**config.mk**
```make
export PLATFORM = sky130hd
export DESIGN_NAME = nova_cfg_sequencer
export DESIGN_NICKNAME = d
export VERILOG_FILES = /design/src/rtl/nova_cfg_sequencer.sv
export SDC_FILE = /design/constraint.sdc
export NUM_CORES = 1
export LEC_CHECK = 0
export BUFFER_PORTS_ARGS = -buffer_cell sky130_fd_sc_hd__buf_2
export CAP_MARGIN = 30
export CORE_MARGIN = 2
export CORE_UTILIZATION = 50
export CTS_CLUSTER_SIZE = 20
export DETAILED_ROUTE_END_ITERATION = 12
export PLACE_DENSITY = 0.87
export SYNTH_ARGS = -nofsm -noshare
export SYNTH_HDL_FRONTEND = slang
export SYNTH_SLANG_ARGS = --single-unit
```
**constraint.sdc**
```tcl
create_clock -name clk -period 2.6 [get_ports clk]
set_clock_uncertainty 0.05 [all_clocks]
set_input_delay 0.13 -clock clk [delete_from_list [all_inputs] [get_ports clk]]
set_output_delay 0.13 -clock clk [all_outputs]
set_load 0.01 [all_outputs]
```
**src/rtl/nova_cfg_sequencer.sv**
```systemverilog
// nova_cfg_sequencer: streams host config words onto the NovaCORE config
// port, strobing c_clk per word and owning the fabric run/config mode.
module nova_cfg_sequencer #(
   parameter int BUS_W     = 42,
   parameter int UID_W     = 7,
   parameter int NUM_CELLS = 25,
   parameter int CLK_LO    = 2,
   parameter int CLK_HI    = 2,
   parameter int SETTLE    = 4,
   parameter int CNT_W     = 8
) (
   input  logic             clk,
   input  logic             rst,
   input  logic             start,
   input  logic [CNT_W-1:0] n_words,
   input  logic             abort,
   input  logic             cfg_valid,
   output logic             cfg_ready,
   input  logic [BUS_W-1:0] cfg_data,
   input  logic [UID_W-1:0] cfg_uid,
   output logic             mode,
   output logic [BUS_W-1:0] c_bus,
   output logic [UID_W-1:0] c_uid,
   output logic             c_clk,
   output logic             busy,
   output logic             done,
   output logic             err_uid,
   output logic             err_abort
);

   localparam int TMAX0 = (CLK_LO > CLK_HI) ? CLK_LO : CLK_HI;
   localparam int TMAX  = (TMAX0 > SETTLE) ? TMAX0 : SETTLE;
   localparam int TMR_W = $clog2(TMAX + 1);

   localparam logic [TMR_W-1:0] SETTLE_END = TMR_W'(SETTLE - 1);
   localparam logic [TMR_W-1:0] LO_END     = TMR_W'(CLK_LO - 1);
   localparam logic [TMR_W-1:0] HI_END     = TMR_W'(CLK_HI - 1);

   typedef enum logic [2:0] {
      IDLE,
      ENTER,
      WAIT,
      SETUP,
      PULSE,
      HOLD,
      EXIT
   } state_t;

   state_t           state;
   logic [TMR_W-1:0] tmr;
   logic [CNT_W-1:0] cnt;
   logic [CNT_W-1:0] n_lat;
   logic [CNT_W-1:0] cnt_nx;
   logic             uid_ok;
   logic             accept;
   logic             abort_ok;

   assign cnt_nx   = cnt + CNT_W'(1);
   assign uid_ok   = {1'b0, cfg_uid} < (UID_W + 1)'(NUM_CELLS);
   assign accept   = cfg_valid && cfg_ready;
   assign abort_ok = abort && (state != IDLE) && (state != EXIT);

   always_ff @(posedge clk) begin
      if (rst) begin
         state     <= IDLE;
         tmr       <= '0;
         cnt       <= '0;
         n_lat     <= '0;
         mode      <= 1'b0;
         c_bus     <= '0;
         c_uid     <= '0;
         c_clk     <= 1'b0;
         cfg_ready <= 1'b0;
         busy      <= 1'b0;
         done      <= 1'b0;
         err_uid   <= 1'b0;
         err_abort <= 1'b0;
      end else begin
         done <= 1'b0;
         // abort drops the in-flight word: cnt is left untouched
         if (abort_ok) begin
            c_clk     <= 1'b0;
            cfg_ready <= 1'b0;
            mode      <= 1'b0;
            err_abort <= 1'b1;
            tmr       <= '0;
            state     <= EXIT;
         end else begin
            unique case (state)
               IDLE: begin
                  if (start) begin
                     n_lat     <= n_words;
                     cnt       <= '0;
                     err_uid   <= 1'b0;
                     err_abort <= 1'b0;
                     mode      <= 1'b1;
                     busy      <= 1'b1;
                     tmr       <= '0;
                     state     <= ENTER;
                  end
               end
               ENTER: begin
                  if (tmr == SETTLE_END) begin
                     tmr <= '0;
                     if (n_lat != '0) begin
                        cfg_ready <= 1'b1;
                        state     <= WAIT;
                     end else begin
                        mode  <= 1'b0;
                        state <= EXIT;
                     end
                  end else begin
                     tmr <= tmr + TMR_W'(1);
                  end
               end
               WAIT: begin
                  if (accept) begin
                     if (uid_ok) begin
                        c_bus     <= cfg_data;
                        c_uid     <= cfg_uid;
                        cfg_ready <= 1'b0;
                        tmr       <= '0;
                        state     <= SETUP;
                     end else begin
                        err_uid <= 1'b1;
                        cnt     <= cnt_nx;
                        if (cnt_nx == n_lat) begin
                           cfg_ready <= 1'b0;
                           mode      <= 1'b0;
                           tmr       <= '0;
                           state     <= EXIT;
                        end
                     end
                  end
               end
               SETUP: begin
                  if (tmr == LO_END) begin
                     c_clk <= 1'b1;
                     tmr   <= '0;
                     state <= PULSE;
                  end else begin
                     tmr <= tmr + TMR_W'(1);
                  end
               end
               PULSE: begin
                  if (tmr == HI_END) begin
                     c_clk <= 1'b0;
                     tmr   <= '0;
                     state <= HOLD;
                  end else begin
                     tmr <= tmr + TMR_W'(1);
                  end
               end
               HOLD: begin
                  cnt <= cnt_nx;
                  tmr <= '0;
                  if (cnt_nx == n_lat) begin
                     mode  <= 1'b0;
                     state <= EXIT;
                  end else begin
                     cfg_ready <= 1'b1;
                     state     <= WAIT;
                  end
               end
               EXIT: begin
                  if (tmr == SETTLE_END) begin
                     done  <= 1'b1;
                     busy  <= 1'b0;
                     tmr   <= '0;
                     state <= IDLE;
                  end else begin
                     tmr <= tmr + TMR_W'(1);
                  end
               end
               default: state <= IDLE;
            endcase
         end
      end
   end

endmodule

```
# [Word level (Yosys, flattened, before mapping)]
# Cells that the tools add are included.
[classes] n_addsub=2 n_mul=0 div_mod_pow=0 magnitude_cmp=1 n_eq_ne=28 n_shift=0 muxes=49 bitwise_logic=2 reduce_logical=31
[ops] operator="$mux 3" count=17
[ops] operator="$mux 8" count=3
[ops] operator="$ne 3x3->1 const B" count=8
[ops] operator="$pmux 8 s3" count=1
[ops] operator="$mux 1" count=21
[ops] operator="$pmux 3 s7" count=1
[ops] operator="$ne 2x2->1 const B" count=10
[ops] operator="$pmux 3 s5" count=1
[ops] operator="$reduce_and 7->1" count=2
[ops] operator="$reduce_and 4->1" count=3
[ops] operator="$reduce_and 6->1" count=2
[ops] operator="$reduce_and 5->1" count=2
[ops] operator="$reduce_bool 2->1" count=5
[ops] operator="$eq 3x2->1 const B" count=3
[ops] operator="$eq 3x3->1 const B" count=3
[ops] operator="$reduce_bool 3->1" count=3
[ops] operator="$add 8x1->8 const B" count=1
[ops] operator="$eq 8x8->1" count=1
[ops] operator="$reduce_bool 8->1" count=1
[ops] operator="$lt 7x5->1 const B" count=1
[ops] operator="$eq 3x1->1 const B" count=2
[ops] operator="$pmux 1 s2" count=3
[ops] operator="$reduce_and 3->1" count=2
[ops] operator="$reduce_or 2->1" count=3
[ops] operator="11 further kinds" count=14
[word_totals] ff_bits=78 latch_bits=0 ramBits=0 rom_bits=0 inputBits=62 output_inout_bits=56 wordCells=127 mem_count=0

# [Longest topological paths before layout]
# Gate-level depths: netlist (run 1).
[logic_depth] depth_word=7 mapped_depth=9 depth_no_buf=8

# [Least setup slack after synthesis (run 1)]
# No wires, ideal clock.
[synth_path] kind="flip-flop to flip-flop" startpoint="reg cnt[0]" endpoint="reg cfg_ready" setup_time_ns=0.117 arrival_time_ns=1.865 required_ns=2.433 path_slack_ns=0.567 path_stages_with_launch=8 n_path_buf=0 period_less_slack_ns=2.033 path_cell_list="dfxtp_1 ha_1 nand3_2 nor2_1 xnor2_1 nor4_4 o211ai_1 a32o_2"
[synth_via] elab_chain_cells=4 word_cells_on_any_way=5 classes_between="add/sub (1); eq/ne (3); reduce/logical (1)"
[synth_lines] element="from (decl)" line_no="51" source="logic [CNT_W-1:0] cnt;"
[synth_lines] element="from (signal assigned)" line_no="126" source="cnt <= cnt_nx;"
[synth_lines] element="from (signal assigned)" line_no="155" source="cnt <= cnt_nx;"
[synth_lines] element="$add 8x1->8 *" line_no="58" source="assign cnt_nx = cnt + CNT_W'(1);"
[synth_lines] element="$eq 8x8->1 *" line_no="127, 157"
[synth_lines] element="$ne 3x3->1 (no source line) / $ne 2x2->1 (equally long branches)"
[synth_lines] element="$reduce_and 6->1 (no source line) *"
[synth_lines] element="to (signal assigned)" line_no="73" source="cfg_ready <= 1'b0;"
[synth_lines] element="to (signal assigned)" line_no="128" source="cfg_ready <= 1'b0;"
[synth_lines] element="to (signal assigned)" line_no="161" source="cfg_ready <= 1'b1;"
[synth_lines] element="to (decl)" line_no="18" source="output logic cfg_ready,"
# Every way passes the cells marked *; elsewhere a longest branch is shown, timed or not.
# A chain may end at the register's enable or synchronous reset.

# [Final worst setup path (run 1)]
# Ends and elaborated chain as after synthesis.

==> results.yml, run 1 <==
worst_setup_path:
  setup.worst_path.end: "cfg_ready$_SDFFE_PP0P_"
  timing.rr.start: "cnt[0]$_SDFFE_PP0P_"
  reg2regPathDepth: 7
  crit_chain: "ha_1 > nand3_2 > nor2_1 > xnor2_1 > nor4_4 > o211ai_1 > a32o_2"
  crit_cells: 7
  crit_fanout: 7
  worstSetupPathType: "flip-flop to flip-flop"
  critical_path.top_delay_family: "simple AND/OR/NAND/NOR gates"
  startpoint_type: "flip-flop"
  r2r_setup_slack_ns: 0.28
  arrival_ns: 2.51
  crit_buf_inv: 0
  max_stage_delay_ns: 0.47
  crit_required_ns: 2.79
  r2r_end: "cfg_ready$_SDFFE_PP0P_"
  slowest_stage: "nor4_4"
  critPathCaptureType: "flip-flop"
  crit_path_start: "cnt[0]$_SDFFE_PP0P_"
logic_synthesis:
  synth_nets: 510
  synth_seq_cells: 78
  async_flop_share_pct: 0
  ys_seq_area_share_pct: 44.8
  synth_cells: 443
  synth_ff_type: "dfxtp_1"
  yosysWarnings: 0
  synth_edf_count: 0
  avgSynthCellArea_um2: 7.87
  synth_cell_type_count: 56
  syn_area_um2: 3490
floorplan:
  rows: 30
  die_x_um: 87.5
  core_um2: 6760
  die-area_um2: 7660
  initial_core_util_pct: 51.6
  pin_count: 118
  die_h_um: 87.5
sta:
  slew_violations: 0
  setup_ws_ns: 0.284
  rsz0062_at_grt: "false"
  maxSlewHeadroom_pct: 51.3
  hold_viol_final: 0
  finalSetupViolCount: 0
  fin_crit_ns: 2.32
  min_period_over_period_pct: 89.1
  fmax_mhz: 432
  tightest_slew_ns: 0.730
  setup_tns_ns: 0
pwr:
  total_power_w: 0.00350
  pwr-share-seq_pct: 39.8
  ir_worst_vdd_v: 0.000688
  cellPowerDensity_nw_per_um2: 717
  pwr-share-clk_pct: 29.1
  p_leak_nw: 2.02
  switching_share_pct: 34.5
  p_comb_share_pct: 31.1
  switchingPower_w: 0.00121
  p_int_w: 0.00229
placed_design:
  preCtsSetupSlack_ns: 0.323
  place_inst: 619
  port_buffers: 117
  dpl.hpwl_mm: 6.36
  gp_congestion: 0.911
finish:
  final_common_cell: "nand2_1"
  final_nets: 671
  stdcell_count: 688
  layout_common_cells: "nand2_1 (128), buf_2 (117), a21oi_1 (78), dfxtp_1 (78), dlygate4sd3_1 (54)"
  syn2layout_area_growth_pct: 39.8
  layout-drive-gt1-share_pct: 25.5
  n_antenna_cell: 0
route:
  first_iter_violations: 338
  vias: 3800
  ant_nets: 0
  dr.pass1.iters: 5
  routedWlPerCell_um: 16.0
  wl_mm: 11.0
  drc: 0
  drt-vias-per-instance: 5.52
clocking:
  cts-resized-gates: 0
  cts_max_path_buffers: 2
  postCtsSetupBuffers: 0
  cts.htree.levels: 3
  cts_made_buffers: 9
  cts_sinks: 78
  clock_latency_ns: 0.35
  cts_tree: "yes"
  clk_pin_slew_worst_paths_ns: 0.09
  hold_buffers: 54
  cts_root_buf: "clkbuf_8"
run_status:
  status: "finished, final reports clean"
global_routing:
  grt_first_pass_wirelength_mm: 17.0
  grt_usage_pct: 28.8
  grt_max_degree: 50
  grt_overflow: 0
  antenna_found_initial: 0
  grt_pass1_vias: 3604
hold_path:
  hold_path_class: "input port to flip-flop"
  hold_path.startpoint: "cfg_uid[3]"
run:
  drv_cap: 0
-- synthesized netlist by cell type, drive strengths merged, types with 2 or more instances --
cell / instances / area share (%)
nor2b: 2 / 0.36
dfxtp: 78 / 45
o21a: 2 / 0.43
nor3: 4 / 0.57
nor4: 3 / 0.97
clkbuf: 14 / 1.5
a21oi: 79 / 11
nor3b: 3 / 0.65
o21ai: 13 / 1.9
nand3: 11 / 1.9
buf: 14 / 2.1
ha: 5 / 1.8
o31ai: 2 / 0.43
nand2b: 3 / 0.54
o211ai: 4 / 0.86
o211a: 2 / 0.57
inv: 7 / 0.75
xor2: 4 / 1.0
xnor2: 7 / 1.8
a211oi: 2 / 0.43
a311oi: 2 / 1.0
a41oi: 2 / 0.50
a31oi: 2 / 0.36
nand2: 128 / 14
or3: 2 / 0.36
or4: 4 / 0.90
nor2: 20 / 2.4
or3b: 3 / 0.75
nand3b: 3 / 0.65
nand4: 2 / 0.36
-- worst min-delay path by stage --
stage,slack [ns],cells after the start,to
final,0.07,3,c_uid[3]$_SDFFE_PP0P_
after floorplan,0.22,2,n_lat[0]$_SDFFE_PP0P_
after global routing,0.07,3,c_uid[3]$_SDFFE_PP0P_
after detailed placement,0.33,3,c_bus[38]$_SDFFE_PP0P_
after CTS,0.004,3,c_uid[3]$_SDFFE_PP0P_
after global placement,0.32,3,c_bus[14]$_SDFFE_PP0P_
-- layout make-up --
| type | count | area (µm²) |
|---|---|---|
| clock inverter | 5 | 83.8 |
| tap | 80 | 100 |
| multi-input combinational | 330 | 1780 |
| inverter | 7 | 26.3 |
| timing repair buffer | 178 | 1190 |
| clock buffer | 10 | 138 |
| sequential | 78 | 1560 |
| fill | 490 | 1880 |
-- flip-flops by register name, indices dropped and copies added, names as in the netlist --
| register | count |
|---|---|
| c_bus | 42 |
| n_lat | 8 |
| mode | 1 |
| cnt | 8 |
| err_abort | 1 |
| state | 3 |
| cfg_ready | 1 |
| c_uid | 7 |
| tmr | 3 |
| done | 1 |
| err_uid | 1 |
| busy | 1 |
| c_clk | 1 |
-- cell families (layout without fill, tap and decap cells) --
kind of cell	after synthesis	after routing	synth area share [%]
compound gates	119	119	20.4
flops	78	78	44.8
xor+xnor	11	11	2.76
fa+ha+maj	5	5	1.79
simple gates	195	195	25.9
buf+inv	35	200	4.34
-- worst reg2reg max path, cell delays in order (launching register included) --
cell and delay, ns:
dfxtp_1 0.44, ha_1 0.34, nand3_2 0.13, nor2_1 0.19, xnor2_1 0.14, nor4_4 0.47, o211ai_1 0.16, a32o_2 0.28
-- stage by stage --
step                      util, %  cell area (µm²)  hold WS, ns
final                        72.2             4880       0.0729
after global routing         72.2             4880       0.0718
after CTS                    72.2             4880      0.00412
after detailed placement     60.9             4110        0.325
after global placement       60.8             4110        0.319
after floorplan                 -             3490        0.216
-- power by group through the flow --
stage | clock [W] | combinational (W) | sequential [W]
2_1_floorplan | 0 | 0.000774 | 0.00136
3_3_place_gp | 0 | 0.000978 | 0.00141
3_5_place_dp | 0 | 0.000992 | 0.00142
4_1_cts | 0.00102 | 0.00106 | 0.00139
5_1_grt | 0.00108 | 0.00118 | 0.00141
6_report | 0.00102 | 0.00109 | 0.00139
-- per-layer routing --
| layer | global-route usage, % | share of wire (%) |
|---|---|---|
| met4 | 14.1 | 3.3 |
| met2 | 48.4 | 52 |
| met1 | 34.2 | 39 |
| met5 | 0 | 0 |
| met3 | 7.01 | 6.4 |
(Power assumes the default switching activity.)
==> run 2, diff against run 1 <==
--- a/config.mk
+++ b/config.mk
@@ -8,10 +8,10 @@
 export BUFFER_PORTS_ARGS = -buffer_cell sky130_fd_sc_hd__buf_2
 export CAP_MARGIN = 30
 export CORE_MARGIN = 2
-export CORE_UTILIZATION = 50
+export CORE_UTILIZATION = 41
 export CTS_CLUSTER_SIZE = 20
 export DETAILED_ROUTE_END_ITERATION = 12
-export PLACE_DENSITY = 0.87
+export PLACE_DENSITY = 0.75
 export SYNTH_ARGS = -nofsm -noshare
 export SYNTH_HDL_FRONTEND = slang
 export SYNTH_SLANG_ARGS = --single-unit
==> results.yml, run 2 (same netlist as run 1, synthesis figures left out) <==
worst_setup_path:
  crit_fanout: 7
  slowest_stage: "nor4_4"
  max_stage_delay_ns: 0.44
  r2r_end: "cfg_ready$_SDFFE_PP0P_"
  crit_buf_inv: 0
  critical_path.top_delay_family: "simple AND/OR/NAND/NOR gates"
  timing.rr.start: "cnt[0]$_SDFFE_PP0P_"
  reg2regPathDepth: 7
  crit_required_ns: 2.79
  startpoint_type: "flip-flop"
  r2r_setup_slack_ns: 0.32
  arrival_ns: 2.47
  worstSetupPathType: "flip-flop to flip-flop"
  crit_chain: "ha_1 > nand3_2 > nor2_1 > xnor2_1 > nor4_4 > o211ai_1 > a32o_2"
  critPathCaptureType: "flip-flop"
  crit_path_start: "cnt[0]$_SDFFE_PP0P_"
clocking:
  cts.htree.levels: 3
  clock_latency_ns: 0.34
  clk_pin_slew_worst_paths_ns: 0.08
  cts_tree: "yes"
  postCtsSetupBuffers: 0
  cts_max_path_buffers: 2
  cts_sinks: 78
  cts_root_buf: "clkbuf_8"
  cts_made_buffers: 9
route:
  first_iter_violations: 194
  wl_mm: 10.4
  drc: 0
  routedWlPerCell_um: 14.5
  drt-vias-per-instance: 5.17
  ant_nets: 0
  dr.pass1.iters: 5
  vias: 3711
finish:
  final_nets: 675
  reg_top3: "c_bus x42, cnt x8, n_lat x8"
  syn2layout_area_growth_pct: 41.1
  layout-drive-gt1-share_pct: 25.9
  layout_common_cells: "nand2_1 (128), buf_2 (117), a21oi_1 (78), dfxtp_1 (78), dlygate4sd3_1 (55)"
  n_antenna_cell: 0
  largest_register_ffs: 42
  final_common_cell: "nand2_1"
  regMostFlops: "c_bus"
sta:
  slew_violations: 0
  maxSlewHeadroom_pct: 49.6
  rsz0062_at_grt: "false"
  min_period_over_period_pct: 87.6
  fmax_mhz: 439
  tightest_slew_ns: 0.755
  timing.hold.ws_ns: 0.119
  fin_crit_ns: 2.28
  setup_tns_ns: 0
  finalSetupViolCount: 0
  hold_viol_final: 0
floorplan:
  initial_core_util_pct: 42.5
  core_um2: 8220
  pin_count: 118
  die_x_um: 96.2
  rows: 33
  die-area_um2: 9260
  die_h_um: 96.2
hold_path:
  hold_path.startpoint: "abort"
  min_to: "state[2]$_SDFFE_PP0P_"
  hold_path_class: "input port to flip-flop"
  hold_depth: 3
run_status:
  status: "finished, final reports clean"
global_routing:
  grt_pass1_vias: 3585
  grt_max_degree: 50
  grt_usage_pct: 23.0
  antenna_found_initial: 0
  grt_overflow: 0
  grt_first_pass_wirelength_mm: 16.7
placed_design:
  gp_congestion: 0.926
  port_buffers: 117
  dpl.hpwl_mm: 6.50
run:
  drv_cap: 0
pwr:
  p_int_w: 0.00221
  switchingPower_w: 0.00122
  p_comb_share_pct: 32.9
  cellPowerDensity_nw_per_um2: 697
  p_leak_nw: 2.03
  pwr-share-seq_pct: 40.4
  ir_worst_vdd_v: 0.000355
  switching_share_pct: 35.6
  pwr-share-clk_pct: 26.7
## run 2: cell types whose count changed in the layout (fill, tap and decap cells not counted)
cell,previous run,this run
buf_4,6,9
inv_6,0,2
bufinv_16,2,1
clkbuf_1,0,1
clkbuf_8,10,9
clkinv_4,1,0
clkinvlp_4,2,3
dlygate4sd3_1,54,55
nand3_1,9,8
nand3_2,2,3
## run 2: worst register-to-register path: stages (launching register included)
cell and delay [ns]:
dfxtp_1 0.43, ha_1 0.33, nand3_2 0.13, nor2_1 0.21, xnor2_1 0.14, nor4_4 0.44
o211ai_1 0.17, a32o_2 0.28
## run 2: how the worst max path moves through the flow
stage                             end  slack (ns)  cells after the start
6_report       cfg_ready$_SDFFE_PP0P_        0.32                      7
2_1_floorplan  cfg_ready$_SDFFE_PP0P_        0.57                      7
3_5_place_dp   cfg_ready$_SDFFE_PP0P_        0.33                      7
5_1_grt        cfg_ready$_SDFFE_PP0P_        0.15                      7
3_3_place_gp   cfg_ready$_SDFFE_PP0P_        0.45                      7
4_1_cts        cfg_ready$_SDFFE_PP0P_        0.33                      7
## run 2: cell type report
cell class,count,area [µm²]
fillers,716,3300
repair buffers,182,1220
clock buffers,10,128
flip-flops and latches,78,1560
well taps,105,131
clock inverters,6,70.1
multi-input cells,330,1780
inverters,7,26.3
## run 2: per-stage QoR
step           std cells  cell area, µm²  utilization, %  total power, W  setup WS (ns)
2_1_floorplan        443            3490               -         0.00213          0.567
3_3_place_gp         647            4170            50.8         0.00244          0.450
3_5_place_dp         647            4170            50.8         0.00246          0.332
4_1_cts              718            4920            59.9         0.00343          0.327
5_1_grt              718            4920            59.9         0.00364          0.147
6_report             718            4920            59.9         0.00343          0.323
## run 2: power groups by stage
stage | clock [W] | combinational, W | sequential, W
after global placement | 0 | 0.00103 | 0.00141
after CTS | 0.000937 | 0.00111 | 0.00138
after floorplan | 0 | 0.000774 | 0.00136
after global routing | 0.000987 | 0.00125 | 0.00140
final | 0.000915 | 0.00113 | 0.00139
after detailed placement | 0 | 0.00105 | 0.00141
## run 2: timing repair
| action | CTS | global route |
|---|---|---|
| endpoints found under the hold margin | 55 | 0 |
| resized for setup | 0 | 0 |
| hold buffers | 55 | 0 |
| endpoints found under the setup margin | 0 | 0 |
## run 2: per-layer routing
metal  vias up  global-route usage (%)  wire length (µm)
met3        17                    4.39               610
li1       1849                       -                 -
met5         -                       0                 0
met1      1709                    28.1              4230
met4         0                    10.7               202
met2       136                    39.0              5390
==> run 3, diff against run 2 <==
--- a/config.mk
+++ b/config.mk
@@ -8,10 +8,10 @@
 export BUFFER_PORTS_ARGS = -buffer_cell sky130_fd_sc_hd__buf_2
 export CAP_MARGIN = 30
 export CORE_MARGIN = 2
-export CORE_UTILIZATION = 41
+export CORE_UTILIZATION = 50
 export CTS_CLUSTER_SIZE = 20
 export DETAILED_ROUTE_END_ITERATION = 12
-export PLACE_DENSITY = 0.75
+export PLACE_DENSITY = 0.79
 export SYNTH_ARGS = -nofsm -noshare
 export SYNTH_HDL_FRONTEND = slang
 export SYNTH_SLANG_ARGS = --single-unit
==> results.yml, run 3 (same netlist as run 1, synthesis figures left out) <==
run_status:
  status: "finished, final reports clean"
route:
  first_iter_violations: 309
  wl_mm: 10.4
  routedWlPerCell_um: 15.0
  drt-vias-per-instance: 5.46
  vias: 3773
  drc: 0
  dr.pass1.iters: 5
  ant_nets: 0
finish:
  reg_top3: "c_bus x42, cnt x8, n_lat x8"
  final_util_pct: 71.9
  nFillCells: 510
  layout-drive-gt1-share_pct: 25.5
  final_nets: 673
  largest_register_ffs: 42
  final_common_cell: "nand2_1"
  regMostFlops: "c_bus"
  layout_common_cells: "nand2_1 (128), buf_2 (117), a21oi_1 (78), dfxtp_1 (78), dlygate4sd3_1 (55)"
  n_antenna_cell: 0
  syn2layout_area_growth_pct: 39.2
global_routing:
  grt_max_degree: 48
  grt_overflow: 0
  grt_pass1_vias: 3683
  grt_first_pass_wirelength_mm: 16.7
  grt_usage_pct: 27.5
  antenna_found_initial: 0
clocking:
  cts_root_buf: "clkbuf_8"
  cts_tree: "yes"
  cts.htree.levels: 3
  clk_pin_slew_worst_paths_ns: 0.08
  cts-resized-gates: 0
  cts_made_buffers: 9
  hold_buffers: 55
  cts_sinks: 78
  cts_max_path_buffers: 2
  clock_latency_ns: 0.35
  postCtsSetupBuffers: 0
floorplan:
  die-area_um2: 7660
  initial_core_util_pct: 51.6
  die_x_um: 87.5
  rows: 30
  die_h_um: 87.5
  core_um2: 6760
  pin_count: 118
sta:
  setup_tns_ns: 0
  fmax_mhz: 424
  finalSetupViolCount: 0
  rsz0062_at_grt: "false"
  min_period_over_period_pct: 90.7
  hold_viol_final: 0
  maxSlewHeadroom_pct: 52.3
  slew_violations: 0
  fin_crit_ns: 2.36
  tightest_slew_ns: 0.716
worst_setup_path:
  critPathCaptureType: "flip-flop"
  startpoint_type: "flip-flop"
  crit_fanout: 7
  worstSetupPathType: "flip-flop to flip-flop"
  crit_required_ns: 2.80
  arrival_ns: 2.55
placed_design:
  gp_congestion: 0.905
  port_buffers: 117
  dpl.hpwl_mm: 6.34
pwr:
  ir_worst_vdd_v: 0.000628
  p_leak_nw: 2.01
  cellPowerDensity_nw_per_um2: 699
run:
  drv_cap: 0
hold_path:
  hold_path_class: "input port to flip-flop"
## run 3: cell types whose count changed in the layout (fill, tap and decap cells not counted)
cell,previous run,this run
buf_4,9,8
buf_12,1,0
nand3_2,3,2
nand3_1,8,9
## run 3: area by class of cell
| class | instances | area [µm²] | share of cell area [%] |
|---|---|---|---|
| clock buffer | 10 | 128 | 2.63 |
| tap | 80 | 100 | 2.06 |
| sequential | 78 | 1560 | 32.1 |
| multi-input combinational | 330 | 1780 | 36.6 |
| inverter | 7 | 26.3 | 0.541 |
| clock inverter | 6 | 70.1 | 1.44 |
| timing repair buffer | 180 | 1200 | 24.6 |
## run 3: per-layer routing
layer	GRT usage, %	vias to the layer above	routed length (µm)
li1	-	1845	-
met1	32.2	1715	4060
met2	45.7	178	5170
met3	8.06	35	791
met4	14.3	0	358
met5	0	-	0
## run 3: path summary, 6_finish.rpt
path                               start                     end  slack (ns)  cells past startpoint
hold / removal                     abort   state[2]$_SDFFE_PP0P_        0.13                      3
setup / recovery     cnt[0]$_SDFFE_PP0P_  cfg_ready$_SDFFE_PP0P_        0.24                      7
hold reg to reg   c_bus[31]$_SDFFE_PP0P_  c_bus[31]$_SDFFE_PP0P_        0.41                      2
setup reg to reg     cnt[0]$_SDFFE_PP0P_  cfg_ready$_SDFFE_PP0P_        0.24                      7
## run 3: report_power, final
part | internal, W | total [W] | switching, W
clock | 0.000450 | 0.000917 | 0.000467
sequential | 0.00127 | 0.00138 | 0.000108
combinational | 0.000458 | 0.00110 | 0.000641
## run 3: per-stage QoR
step | setup slack [ns] | hold slack (ns) | area (µm²) | total power [W] | cells
CTS | 0.280 | 0.0962 | 4860 | 0.00338 | 691
global placement | 0.393 | 0.321 | 4110 | 0.00239 | 620
global route | 0.101 | 0.113 | 4860 | 0.00358 | 691
detailed placement | 0.313 | 0.325 | 4110 | 0.00240 | 620
finish | 0.242 | 0.131 | 4860 | 0.00340 | 691
floorplan | 0.567 | 0.216 | 3490 | 0.00213 | 443
## run 3: worst max-delay path: stages, from the launching register on
cell and delay (ns):
dfxtp_1 0.44, ha_1 0.35, nand3_2 0.14, nor2_1 0.20, xnor2_1 0.15, nor4_4 0.46
o211ai_1 0.18, a32o_2 0.29
